==> config.mk <==
export PLATFORM = sky130hd
export DESIGN_NAME = vga_vram_arbiter
export DESIGN_NICKNAME = d
export VERILOG_FILES = /design/src/rtl/vga_vram_arbiter.sv
export SDC_FILE = /design/constraint.sdc
export NUM_CORES = 1
export LEC_CHECK = 0
export ABC_CLOCK_PERIOD_IN_PS = 3900
export BUFFER_PORTS_ARGS = -buffer_cell sky130_fd_sc_hd__buf_2
export CORE_ASPECT_RATIO = 0.8
export CORE_UTILIZATION = 47
export CTS_BUF_LIST = sky130_fd_sc_hd__clkbuf_4
export CTS_CLUSTER_SIZE = 8
export DETAILED_ROUTE_END_ITERATION = 8
export MAX_ROUTING_LAYER = met4
export PLACE_DENSITY = 0.76
export SYNTH_ARGS = -nofsm -noshare
export SYNTH_HDL_FRONTEND = slang
export SYNTH_SLANG_ARGS = --single-unit
==> constraint.sdc <==
create_clock -name vga_clk -period 3.9 [get_ports vga_clk]
set_clock_uncertainty 0.2 [all_clocks]
set_input_delay 0.585 -clock vga_clk [delete_from_list [all_inputs] [get_ports vga_clk]]
set_output_delay 0.585 -clock vga_clk [all_outputs]
set_load 0.01 [all_outputs]
==> src/rtl/vga_vram_arbiter.sv <==
// Single-port character RAM owner for the VGA text display.
// Arbitrates display reads, a screen-clear sequencer and buffered CPU writes.
module vga_vram_arbiter #(
    parameter int              ADDR_W = 12,
    parameter int              DATA_W = 8,
    parameter int              CELLS  = 2400,
    parameter logic [DATA_W-1:0] BLANK = 8'h20
) (
    input  logic              vga_clk,
    input  logic              rst,
    input  logic              disp_req,
    input  logic [ADDR_W-1:0] disp_addr,
    output logic              disp_valid,
    output logic [DATA_W-1:0] disp_data,
    input  logic              cpu_wr_valid,
    output logic              cpu_wr_ready,
    input  logic [ADDR_W-1:0] cpu_wr_addr,
    input  logic [DATA_W-1:0] cpu_wr_data,
    input  logic              clr_start,
    output logic              clr_busy,
    output logic              wr_oob,
    output logic              ram_en,
    output logic              ram_we,
    output logic [ADDR_W-1:0] ram_addr,
    output logic [DATA_W-1:0] ram_wdata,
    input  logic [DATA_W-1:0] ram_rdata
);

    // state | meaning
    // IDLE  | display reads and CPU buffer drains share the RAM
    // CLEAR | sequencer writes BLANK to every cell; CPU buffer is held
    typedef enum logic {
        IDLE  = 1'b0,
        CLEAR = 1'b1
    } state_t;

    localparam logic [ADDR_W-1:0] CELLS_A = ADDR_W'(CELLS);
    localparam logic [ADDR_W-1:0] LAST_A  = ADDR_W'(CELLS - 1);

    state_t              state_q, state_d;
    logic [ADDR_W-1:0]   clr_ptr_q, clr_ptr_d;
    logic                buf_full_q, buf_full_d;
    logic [ADDR_W-1:0]   buf_addr_q, buf_addr_d;
    logic [DATA_W-1:0]   buf_data_q, buf_data_d;
    logic                wr_oob_q, wr_oob_d;
    logic                disp_valid_q;
    logic                oob_q;

    logic disp_oob;
    logic buf_oob;
    logic drain;
    logic accept;

    assign disp_oob = (disp_addr >= CELLS_A);
    assign buf_oob  = (buf_addr_q >= CELLS_A);
    assign drain    = (state_q == IDLE) && buf_full_q && !disp_req;
    assign accept   = cpu_wr_valid && !buf_full_q;

    // RAM port follows the arbitration decision in the same cycle
    always_comb begin
        ram_en    = 1'b0;
        ram_we    = 1'b0;
        ram_addr  = '0;
        ram_wdata = '0;
        if (rst) begin
            if (disp_req) begin
                ram_en   = !disp_oob;
                ram_addr = disp_addr;
            end else if (state_q == CLEAR) begin
                ram_en    = 1'b1;
                ram_we    = 1'b1;
                ram_addr  = clr_ptr_q;
                ram_wdata = BLANK;
            end else if (buf_full_q) begin
                ram_en    = !buf_oob;
                ram_we    = !buf_oob;
                ram_addr  = buf_addr_q;
                ram_wdata = buf_data_q;
            end
        end
    end

    always_comb begin
        state_d   = state_q;
        clr_ptr_d = clr_ptr_q;
        case (state_q)
            IDLE: begin
                if (clr_start) begin
                    state_d   = CLEAR;
                    clr_ptr_d = '0;
                end
            end
            CLEAR: begin
                if (!disp_req) begin
                    if (clr_ptr_q == LAST_A) begin
                        state_d   = IDLE;
                        clr_ptr_d = '0;
                    end else begin
                        clr_ptr_d = clr_ptr_q + ADDR_W'(1);
                    end
                end
            end
            default: begin
                state_d   = IDLE;
                clr_ptr_d = '0;
            end
        endcase
    end

    // Drain and accept are mutually exclusive: one needs the buffer full, the other empty
    always_comb begin
        buf_full_d = buf_full_q;
        buf_addr_d = buf_addr_q;
        buf_data_d = buf_data_q;
        wr_oob_d   = wr_oob_q;
        if (drain) begin
            buf_full_d = 1'b0;
            if (buf_oob) begin
                wr_oob_d = 1'b1;
            end
        end
        if (accept) begin
            buf_full_d = 1'b1;
            buf_addr_d = cpu_wr_addr;
            buf_data_d = cpu_wr_data;
        end
    end

    always_ff @(posedge vga_clk) begin
        if (!rst) begin
            state_q      <= IDLE;
            clr_ptr_q    <= '0;
            buf_full_q   <= 1'b0;
            buf_addr_q   <= '0;
            buf_data_q   <= '0;
            wr_oob_q     <= 1'b0;
            disp_valid_q <= 1'b0;
            oob_q        <= 1'b0;
        end else begin
            state_q      <= state_d;
            clr_ptr_q    <= clr_ptr_d;
            buf_full_q   <= buf_full_d;
            buf_addr_q   <= buf_addr_d;
            buf_data_q   <= buf_data_d;
            wr_oob_q     <= wr_oob_d;
            disp_valid_q <= disp_req;
            oob_q        <= disp_req && disp_oob;
        end
    end

    always_comb begin
        disp_data = '0;
        if (disp_valid_q) begin
            disp_data = oob_q ? BLANK : ram_rdata;
        end
    end

    assign disp_valid   = disp_valid_q;
    assign cpu_wr_ready = !buf_full_q;
    assign clr_busy     = (state_q == CLEAR);
    assign wr_oob       = wr_oob_q;

endmodule

==> summary.md, run 1 <==
| Metric | Value |
|---|---|
| Status | finished, final reports clean |
| Reg2Reg Setup Slack | 1.74 ns |
| Routed vias/inst | 5.37 |
| FP Rows | 20 |
| Worst hold-check path type | in2reg |
| Htree depth | 2 |
| Dominant cell type by area after synthesis | dfxtp_1 |
| Reg-to-Reg Start | clr_busy |
| Port Buffers | 78 |
| Total CTS buffers | 5 |
| Synth Flop Type | dfxtp_1 |
| Syn-to-layout area delta | 21.9% |
| Total routed wirelength | 5120 µm |
| Final #Nets | 377 |
| Total chip power | 0.000716 W |
| Critical Path RT | 3.12 ns |
| Hold_buf cts | 0 |
| Pin count of the biggest net entering global routing | 30 |
| DRT iter0 DRCs | 169 |
| Post-synthesis register bit count | 37 |
| Synth area leaders | dfxtp_1 37%, nand2_1 13%, a21oi_1 8.8% |
| GRT Util Overall | 25.4% |
| Critical Path Fanout Max | 19 |
| Final antenna-violating net count | 0 |
| Post-cts resize count | 0 |
| Initial core utilization | 50.6% |
| Routed length per instance | 13.2 µm |
| Setup TNS | 0 ns |
| Routability cong. | 0.838 |
| GR Overflow Total | 0 |
| Via count | 2077 |
| # DRC | 0 |
| Post-DP HPWL | 3760 µm |
| Least-Margin Pin Slew | 0.741 ns |
| Asr flop ratio synth | 0% |
| Synth Warn # | 0 |
| Clk slew on worst S/H paths | 0.11 ns |
| Ports | 79 |
| Yosys top cell area share | 37.2% |
| Clk Tree Root Cell | clkbuf_4 |
| Layout cell share with drive strength beyond 1 | 28.0% |
| Initial antenna violation count | 0 |
| Vias in the first global route | 1849 |
| R2R depth | 4 |
| Final Setup Violations | 0 |
| Post-synthesis sequential area ratio | 37.2% |
| Reg2Reg Capture Point | clr_ptr_q[11] |
| First-pass GRT wire length | 8280 µm |
| Die H | 60.2 µm |
| Post-synthesis net count | 308 |
| Maximum VDD drop | 214 µV |
| Full die area | 4500 µm² |
| Min-Delay Endpoint | buf_data_q[6] |
| Mapped cell area | 1990 µm² |
| CTS tree | built |
| M2 GR Usage | 40.3% |
| Met3 Resource Use GR | 5.90% |
| Max-slew violation count | 0 |
| Fin crit share | 79.2% |
| Number of synthesized flops with an enable pin | 0 |
| Leakage | 1.11 nW |
| Distinct cell type count after synthesis | 46 |
| Setup Fix Bufs, Post-CTS | 0 |
| Core area | 3930 µm² |
| Crit end category | output pin |
| Clock Sinks | 37 |
| Clock Path Buffers | 2 |
| Fill count | 386 |
| Pwr dens | 295 nW/µm² |
| Max-slew headroom | 50.4% |
| Post-route minimum period | 3.09 ns |
| Post-Synthesis Cells | 262 |
| Mean Syn Cell Area | 7.59 µm² |
| Max Freq | 324 MHz |
| Ant diodes | 0 |
| MaxCap Viol Count | 0 |
| Hold depth | 3 |
| First-pass DRT Iterations | 5 |
| Gr busiest metal | met2 |
| Hold path startpoint | cpu_wr_data[6] |
| GRT met1 Usage | 32.4% |
| Worst skew pair latency | 0.35 ns |
| Startpoint types | register |
| Die width | 74.7 µm |
| Final hold violation count | 0 |
| Unrepaired setup endpoints after global routing | no |
| Arr. time, crit path | 2.30 ns |
| Crit Path Class | reg2out |
[registers in the layout (all words and copies together) (netlist names)]
name / flops
buf_addr_q: 12
disp_valid: 1
oob_q: 1
clr_ptr_q: 12
buf_data_q: 8
clr_busy: 1
wr_oob: 1
buf_full_q: 1
[how the worst max path moves through the flow]
stage | start | to | slack, ns | cells past startpoint
after global placement | disp_req | ram_addr[9] | 1.25 | 6
after CTS | clr_busy | ram_addr[6] | 0.84 | 5
after global routing | clr_busy | ram_addr[5] | 0.59 | 5
after detailed placement | disp_req | ram_addr[6] | 1.17 | 6
final | clr_busy | ram_addr[6] | 0.81 | 5
after floorplan | rst | ram_addr[10] | 1.63 | 6
[stage by stage]
step	hold slack [ns]	instance area, µm²	utilization [%]	worst slack, ns	instances
final	0.253	2420	61.7	0.811	387
after CTS	0.252	2420	61.7	0.840	387
after global routing	0.252	2420	61.7	0.589	387
after detailed placement	0.242	2370	60.4	1.17	379
after global placement	0.239	2370	60.4	1.25	379
after floorplan	0.232	1990	-	1.63	262
[routing by layer]
layer  share of wire, %  vias up
met2                 44       87
met3                7.1        4
met1                 49      936
met5                  0        -
li1                   -     1050
met4               0.72        0
[cell usage after synthesis (2+ instances only)]
cell      count
a21oi_1      35
clkbuf_2      2
dfxtp_1      37
a41oi_1       3
a32o_1        2
nor2b_1       4
nor2_1       10
nand3_1       3
a31oi_1       6
o21ai_0       6
a21o_1        2
nand4_1       2
nand2b_1      5
and2_1       15
buf_2         6
nand3b_1      3
nor3_1        4
nand2_1      71
a22oi_1      10
inv_1         3
clkbuf_1      7
o311a_1       2
[power breakdown]
part | switching (W) | internal [W]
logic | 0.0000668 | 0.0000494
registers | 0.0000144 | 0.000393
clock network | 0.000127 | 0.0000651
[layout make-up]
| type | instances | area [µm²] | share of cell area (%) |
|---|---|---|---|
| clock buffers | 5 | 37.5 | 1.55 |
| clock inverters | 3 | 12.5 | 0.516 |
| inverters | 3 | 11.3 | 0.464 |
| multi-input cells | 204 | 1150 | 47.4 |
| flip-flops and latches | 37 | 741 | 30.5 |
| well taps | 55 | 68.8 | 2.84 |
| repair buffers | 80 | 405 | 16.7 |
[critical path, cell delays in order (launching register included)]
cell and delay [ns]:
dfxtp_1 0.74, nand2b_1 0.18, nor2_1 0.61, a22oi_1 0.18, nand2_1 0.11, buf_2 0.13
[cells by family (layout without fill, tap and decap cells)]
kind of cell / after synthesis / after routing / synth area share, %
fa+ha+maj: 1 / 1 / 0.629
compound gates: 77 / 77 / 25.3
flops: 37 / 37 / 37.2
simple gates: 123 / 123 / 30.4
xor+xnor: 2 / 2 / 0.881
buf+inv: 21 / 91 / 5.03
mux: 1 / 1 / 0.503
[cell usage in the layout, fill, tap and decap left out, types with 2 or more instances in the layout]
master / Yosys / routed
buf_2: 6 / 78
nand2_1: 71 / 71
nor2b_1: 4 / 4
clkinv_1: 0 / 2
a21oi_1: 35 / 35
o311a_1: 2 / 2
o21ai_0: 6 / 6
a21o_1: 2 / 2
nand2b_1: 5 / 5
a31oi_1: 6 / 6
nand3b_1: 3 / 3
dfxtp_1: 37 / 37
and2_1: 15 / 15
nand4_1: 2 / 2
nand3_1: 3 / 3
nor3_1: 4 / 4
nor2_1: 10 / 10
inv_1: 3 / 3
clkbuf_4: 0 / 5
a41oi_1: 3 / 3
buf_4: 1 / 2
a22oi_1: 10 / 10
a32o_1: 2 / 2
No activity file was read; power rests on OpenSTA's default activity.
==> inputs of run 2 (changes only) <==
--- a/config.mk
+++ b/config.mk
@@ -5,10 +5,10 @@
 export SDC_FILE = /design/constraint.sdc
 export NUM_CORES = 1
 export LEC_CHECK = 0
-export ABC_CLOCK_PERIOD_IN_PS = 3900
+export ABC_CLOCK_PERIOD_IN_PS = 2800
 export BUFFER_PORTS_ARGS = -buffer_cell sky130_fd_sc_hd__buf_2
 export CORE_ASPECT_RATIO = 0.8
-export CORE_UTILIZATION = 47
+export CORE_UTILIZATION = 45
 export CTS_BUF_LIST = sky130_fd_sc_hd__clkbuf_4
 export CTS_CLUSTER_SIZE = 8
 export DETAILED_ROUTE_END_ITERATION = 8
==> constraint.sdc (replaced) <==
create_clock -name vga_clk -period 2.8 [get_ports vga_clk]
set_clock_uncertainty 0.2 [all_clocks]
set_input_delay 0.42 -clock vga_clk [delete_from_list [all_inputs] [get_ports vga_clk]]
set_output_delay 0.42 -clock vga_clk [all_outputs]
set_load 0.01 [all_outputs]
==> run 2 against run 1 <==
Clock power increased by 92%. Sequential cell count unchanged. Global-route usage decreased by 1.8 points. Cell count increased by 1.3%. Critical path depth increased by 1. Sequential power increased by 39%. Largest power group unchanged. Count of clock-buffer cells in the layout increased by 1. Worst setup slack got worse by 0.47 ns. Via count increased by 3.1%.
==> summary.md, run 2 (synthesis gave the netlist of run 1 again) <==
| Metric | Value |
|---|---|
| Syn-to-layout area delta | 24.6% (was 21.9%) |
| Full die area | 4690 µm² (was 4500 µm²) |
| Final #Nets | 380 (was 377) |
| Fin crit share | 87.9% |
| Fill count | 409 (was 386) |
| Via count | 2141 (was 2077) |
| Sw power | 0.000289 W (was 0.000208 W) |
| FP Rows | 21 (was 20) |
| DR top layer | met4 (unchanged) |
| Unrepaired setup endpoints after global routing | no (unchanged) |
| Pwr dens | 445 nW/µm² (was 295 nW/µm²) |
| Clk pwr share | 33.4% (was 26.8%) |
| Die H | 61.5 µm (was 60.2 µm) |
| MaxCap Viol Count | 0 (unchanged) |
| Arr. time, crit path | 1.84 ns (was 2.30 ns) |
| Ant diodes | 0 (unchanged) |
| Routability cong. | 0.864 (was 0.838) |
| Port Buffers | 78 (unchanged) |
| Setup TNS | 0 ns (unchanged) |
| Clk slew on worst S/H paths | 0.11 ns (about the same) |
| Die width | 76.3 µm (was 74.7 µm) |
| Core area | 4200 µm² (was 3930 µm²) |
| Total CTS buffers | 5 (unchanged) |
| First-pass DRT Iterations | 6 (was 5) |
| Ports | 79 (unchanged) |
| Setup Fix Bufs, Post-CTS | 0 (unchanged) |
| Clk Tree Root Cell | clkbuf_4 (unchanged) |
| WL met2 | 2370 µm (was 2230 µm) |
| Clock Path Buffers | 2 (unchanged) |
| Met3 WL | 381 µm (was 363 µm) |
| Least-Margin Pin Slew | 0.657 ns (was 0.741 ns) |
| Switching part of the total | 26.2% (was 29.1%) |
| # DRC | 0 (unchanged) |
| Final Util | 59.0% (was 61.7%) |
| Vias in the first global route | 1877 (was 1849) |
| Startpoint types | register (unchanged) |
| Max-slew violation count | 0 (unchanged) |
| Worst skew pair latency | 0.34 ns (was 0.35 ns) |
| Clock Sinks | 37 (unchanged) |
| Post-Route M1 WL | 2350 µm (was 2490 µm) |
| Hold_buf cts | 0 (unchanged) |
| Pin count of the biggest net entering global routing | 23 (was 30) |
| Dpl cells | 384 (was 379) |
| Routed vias/inst | 5.46 (was 5.37) |
| GR Overflow Total | 0 (unchanged) |
| Final hold violation count | 0 (unchanged) |
| Leading registers by flop count | buf_addr_q: 12 flops, clr_ptr_q: 12 flops, buf_data_q: 8 flops (unchanged) |
| Final Setup Violations | 0 (unchanged) |
| Worst hold-check path type | in2reg (unchanged) |
| Final antenna-violating net count | 0 (unchanged) |
| Hold slack | 0.0961 ns (was 0.253 ns) |
| Crit end category | output pin (unchanged) |
| Total chip power | 0.00110 W (was 0.000716 W) |
| Maximum VDD drop | 261 µV (was 214 µV) |
| Htree depth | 2 (unchanged) |
| Most common cell after layout, fill and taps aside | buf_2 (unchanged) |
| Routed length per instance | 13.2 µm (about the same) |
| Total routed wirelength | 5170 µm (was 5120 µm) |
| GRT Util Overall | 23.5% (was 25.4%) |
| Max Freq | 406 MHz |
| Post-cts resize count | 0 (unchanged) |
| Leakage | 1.14 nW (was 1.11 nW) |
| Critical Path RT | 2.18 ns (was 3.12 ns) |
| Status | finished, final reports clean (unchanged) |
| Most frequent cells in the layout | 78 x buf_2, 71 x nand2_1, 37 x dfxtp_1 (unchanged) |
| Max-slew headroom | 56.1% (was 50.4%) |
| Initial core utilization | 47.3% (was 50.6%) |
| CTS tree | built (unchanged) |
| Part of the power in registers | 51.3% (was 56.9%) |
| Initial antenna violation count | 0 (unchanged) |
| DRT iter0 DRCs | 117 (was 169) |
| Int Power | 0.000814 W (was 0.000508 W) |
| Post-DP HPWL | 3920 µm (was 3760 µm) |
| Non-Filler Instances | 392 (was 387) |
| Layout cell share with drive strength beyond 1 | 29.0% (was 28.0%) |
| Post-route minimum period | 2.46 ns |
| Crit Path Class | reg2out (unchanged) |
| Logic gate share of total power | 15.3% (was 16.2%) |
| First-pass GRT wire length | 8340 µm (was 8280 µm) |
| Critical Path Fanout Max | 16 (was 19) |
==> run 2: power by group through the flow <==
stage               logic, W  clock network (W)  registers, W
global route        0.000186           0.000403      0.000570
finish              0.000168           0.000369      0.000566
CTS                 0.000169           0.000376      0.000566
global placement    0.000166                  0      0.000578
detailed placement  0.000169                  0      0.000578
floorplan           0.000102                  0      0.000570
==> run 2: worst paths after layout <==
path         slack, ns  cells after the start            end           start
min                0.1                      3  buf_data_q[0]  cpu_wr_data[0]
max               0.34                      6   ram_addr[10]        clr_busy
max reg2reg       0.91                      5   clr_ptr_q[9]        clr_busy
min reg2reg       0.26                      2  buf_data_q[1]   buf_data_q[1]
==> run 2: per-layer routing <==
layer / vias to the layer above / GRT usage [%]
li1: 1059 / -
met1: 976 / 27.8
met2: 95 / 40.4
met3: 11 / 5.48
met4: 0 / 7.97
met5: - / -
==> run 2: worst max-delay path, stage by stage (launching register included) <==
cell,delay [ns]
dfxtp_1,0.57
buf_4,0.24
nor3_4,0.05
buf_4,0.19
a22oi_1,0.23
nand2_1,0.08
buf_2,0.14
==> run 2: cell type report <==
cell class / instances / area, µm² / area share [%]
Clock buffer: 6 / 45.0 / 1.82
Inverter: 3 / 11.3 / 0.454
Timing Repair Buffer: 83 / 428 / 17.3
Tap cell: 57 / 71.3 / 2.88
Sequential cell: 37 / 741 / 29.9
Multi-Input combinational cell: 204 / 1150 / 46.3
Clock inverter: 2 / 33.8 / 1.36
==> run 2: metrics by stage <==
stage	worst slack (ns)	instance area [µm²]
after detailed placement	0.652	2400
final	0.337	2480
after floorplan	0.856	1990
after global routing	0.234	2480
after CTS	0.359	2480
after global placement	0.641	2400
==> inputs of run 3 (changes only) <==
--- a/config.mk
+++ b/config.mk
@@ -5,13 +5,13 @@
 export SDC_FILE = /design/constraint.sdc
 export NUM_CORES = 1
 export LEC_CHECK = 0
-export ABC_CLOCK_PERIOD_IN_PS = 2800
+export ABC_CLOCK_PERIOD_IN_PS = 2700
 export BUFFER_PORTS_ARGS = -buffer_cell sky130_fd_sc_hd__buf_2
 export CORE_ASPECT_RATIO = 0.8
-export CORE_UTILIZATION = 45
-export CTS_BUF_LIST = sky130_fd_sc_hd__clkbuf_4
+export CORE_UTILIZATION = 47
 export CTS_CLUSTER_SIZE = 8
 export DETAILED_ROUTE_END_ITERATION = 8
+export GPL_TIMING_DRIVEN = 0
 export MAX_ROUTING_LAYER = met4
 export PLACE_DENSITY = 0.76
 export SYNTH_ARGS = -nofsm -noshare
==> constraint.sdc (replaced) <==
create_clock -name vga_clk -period 2.7 [get_ports vga_clk]
set_clock_uncertainty 0.2 [all_clocks]
set_input_delay 0.405 -clock vga_clk [delete_from_list [all_inputs] [get_ports vga_clk]]
set_output_delay 0.405 -clock vga_clk [all_outputs]
set_load 0.01 [all_outputs]
==> run 3 against run 2 <==
Die area fell by 4.1%. Critical endpoint is now ram_addr[8]. Utilization rose by 5.4 points. Sequential power rose by 3%. Power rose by 4.6%. Highest routed layer unchanged. Cell area rose by 2.1%. Sequential share of layout area fell by 0.61 points.
==> summary.md, run 3 (synthesis gave the netlist of run 1 again) <==
| Metric | Value |
|---|---|
| Vias in the first global route | 1930 (was 1877) |
| Max-slew violation count | 0 (unchanged) |
| Hold_buf cts | 0 (unchanged) |
| Logic gate share of total power | 16.1% (was 15.3%) |
| Die H | 60.2 µm (was 61.5 µm) |
| Unrepaired setup endpoints after global routing | no (unchanged) |
| Int Power | 0.000846 W (was 0.000814 W) |
| Clock Path Buffers | 2 (unchanged) |
| CP startpoint | buf_full_q (was clr_busy) |
| Clk slew on worst S/H paths | 0.07 ns (was 0.11 ns) |
| Arr. time, crit path | 1.94 ns (was 1.84 ns) |
| Final Util | 64.4% (was 59.0%) |
| Crit Path Class | reg2out (unchanged) |
| Leakage | 1.16 nW (was 1.14 nW) |
| Worst skew pair latency | 0.29 ns (was 0.34 ns) |
| Core area | 3930 µm² (was 4200 µm²) |
| Final antenna-violating net count | 0 (unchanged) |
| Largest delay share family, worst path | buffers and inverters (unchanged) |
| Fin crit share | 94.1% |
| Routed vias/inst | 5.39 (was 5.46) |
| Post-cts resize count | 0 (unchanged) |
| Final Instance Area | 2530 µm² (was 2480 µm²) |
| Setup Fix Bufs, Post-CTS | 0 (unchanged) |
| Pwr dens | 457 nW/µm² (was 445 nW/µm²) |
| Ant diodes | 0 (unchanged) |
| Total CTS buffers | 5 (unchanged) |
| Total routed wirelength | 5310 µm (was 5170 µm) |
| Pin count of the biggest net entering global routing | 11 (was 23) |
| Syn-to-layout area delta | 27.2% (was 24.6%) |
| Post-route minimum period | 2.54 ns |
| Clk pwr share | 33.6% (was 33.4%) |
| Maximum VDD drop | 421 µV (was 261 µV) |
| Fill count | 396 (was 409) |
| Part of the power in registers | 50.3% (was 51.3%) |
| # DRC | 0 (unchanged) |
| Initial antenna violation count | 0 (unchanged) |
| Leading registers by flop count | buf_addr_q: 12 flops, clr_ptr_q: 12 flops, buf_data_q: 8 flops (unchanged) |
| Sw power | 0.000309 W (was 0.000289 W) |
| Final #Nets | 392 (was 380) |
| DRT iter0 DRCs | 147 (was 117) |
| Switching part of the total | 26.8% (was 26.2%) |
| Crit path depth | 7 (was 6) |
| Status | finished, final reports clean (unchanged) |
| Htree depth | 2 (unchanged) |
| Most used cell, CP | buf_2 (was buf_4) |
| Routability cong. | 0.835 (was 0.864) |
| Post-DP HPWL | 3990 µm (was 3920 µm) |
| Max Freq | 394 MHz |
| FP Rows | 20 (was 21) |
| DP Area | 2440 µm² (was 2400 µm²) |
| Worst hold-check path type | in2reg (unchanged) |
| Setup TNS | 0 ns (unchanged) |
| Hold slack | 0.157 ns (was 0.0961 ns) |
| Critical Path RT | 2.10 ns (was 2.18 ns) |
| Startpoint types | register (unchanged) |
| Clk Tree Root Cell | clkbuf_8 (was clkbuf_4) |
| Most common cell after layout, fill and taps aside | buf_2 (unchanged) |
| Via count | 2163 (was 2141) |
| CTS tree | built (unchanged) |
| Full die area | 4500 µm² (was 4690 µm²) |
| Final Setup Violations | 0 (unchanged) |
| Final hold violation count | 0 (unchanged) |
| First-pass GRT wire length | 8580 µm (was 8340 µm) |
| Ports | 79 (unchanged) |
| MaxCap Viol Count | 0 (unchanged) |
| Least-Margin Pin Slew | 0.734 ns (was 0.657 ns) |
| Clock Sinks | 37 (unchanged) |
| Most frequent cells in the layout | 83 x buf_2, 71 x nand2_1, 37 x dfxtp_1 (was 78 x buf_2, 71 x nand2_1, 37 x dfxtp_1) |
| Layout cell share with drive strength beyond 1 | 28.9% (was 29.0%) |
| R2R depth | 5 (unchanged) |
| Initial core utilization | 50.6% (was 47.3%) |
| Critical Path Fanout Max | 10 (was 16) |
| GRT Util Overall | 26.3% (was 23.5%) |
| Routed length per instance | 13.3 µm (was 13.2 µm) |
| Crit end category | output pin (unchanged) |
| Reg-to-Reg Start | clr_busy (unchanged) |
| First-pass DRT Iterations | 4 (was 6) |
| Crit-path max cell delay | 0.36 ns (was 0.57 ns) |
| Port Buffers | 77 (was 78) |
| Cells along the critical path | buf_2 > inv_1 > nor3_4 > buf_2 > a22oi_1 > nand2_1 > buf_2 (was buf_4 > nor3_4 > buf_4 > a22oi_1 > nand2_1 > buf_2) |
| Die width | 74.7 µm (was 76.3 µm) |
| GR Overflow Total | 0 (unchanged) |
| Max-slew headroom | 50.9% (was 56.1%) |
| Hold depth | 3 (unchanged) |
| Buf/Inv on CP | 4 (was 3) |
| Worst path slowest cell | nor3_4 (was dfxtp_1) |
| Hold path startpoint | cpu_wr_addr[9] (was cpu_wr_data[0]) |
## run 3: cell types whose count changed in the layout (fill, tap and decap cells not counted), sizes merged
cell / change
clkinv: -1
bufinv: -1
clkbuf: +10
buf: +3
## run 3: path summary, 6_finish.rpt
kind	end	slack [ns]
setup / recovery	ram_addr[8]	0.16
hold / removal	buf_addr_q[9]	0.16
setup reg to reg	clr_ptr_q[11]	0.81
hold reg to reg	buf_data_q[7]	0.25
## run 3: worst reg2reg max path, stage by stage, from the launching register on
cell,delay (ns)
dfxtp_1,0.32
buf_4,0.17
nand2b_1,0.11
nor2_1,0.58
a41oi_1,0.24
a31oi_1,0.20
## run 3: stage by stage
stage | instances | power [W] | setup WS (ns)
after floorplan | 262 | 0.000697 | 0.786
after global placement | 394 | 0.000772 | 0.454
after CTS | 401 | 0.00116 | 0.185
after global routing | 401 | 0.00120 | 0.0369
after detailed placement | 394 | 0.000777 | 0.392
final | 401 | 0.00116 | 0.159
## run 3: cell type report
type / count / area, µm² / share of cell area [%]
Buffer: 18 / 88.8 / 3.51
Clock buffer: 7 / 86.3 / 3.41
Inverter: 3 / 11.3 / 0.445
Multi-Input combinational cell: 204 / 1150 / 45.4
Sequential cell: 37 / 741 / 29.3
Tap cell: 55 / 68.8 / 2.72
Timing Repair Buffer: 77 / 385 / 15.2
## run 3: layer usage
| metal | track usage [%] | up-vias | routed length (µm) |
|---|---|---|---|
| met5 | - | - | 0 |
| met4 | 9.43 | 0 | 68 |
| met3 | 4.72 | 9 | 285 |
| met2 | 43.0 | 81 | 2390 |
| met1 | 32.6 | 991 | 2570 |
| li1 | - | 1082 | - |
## run 3: power groups by stage
stage          logic (W)  registers [W]  clock network [W]
2_1_floorplan   0.000106       0.000591                  0
5_1_grt         0.000207       0.000584           0.000412
4_1_cts         0.000184       0.000581           0.000392
3_3_place_gp    0.000179       0.000593                  0
3_5_place_dp    0.000183       0.000594                  0
6_report        0.000185       0.000581           0.000388
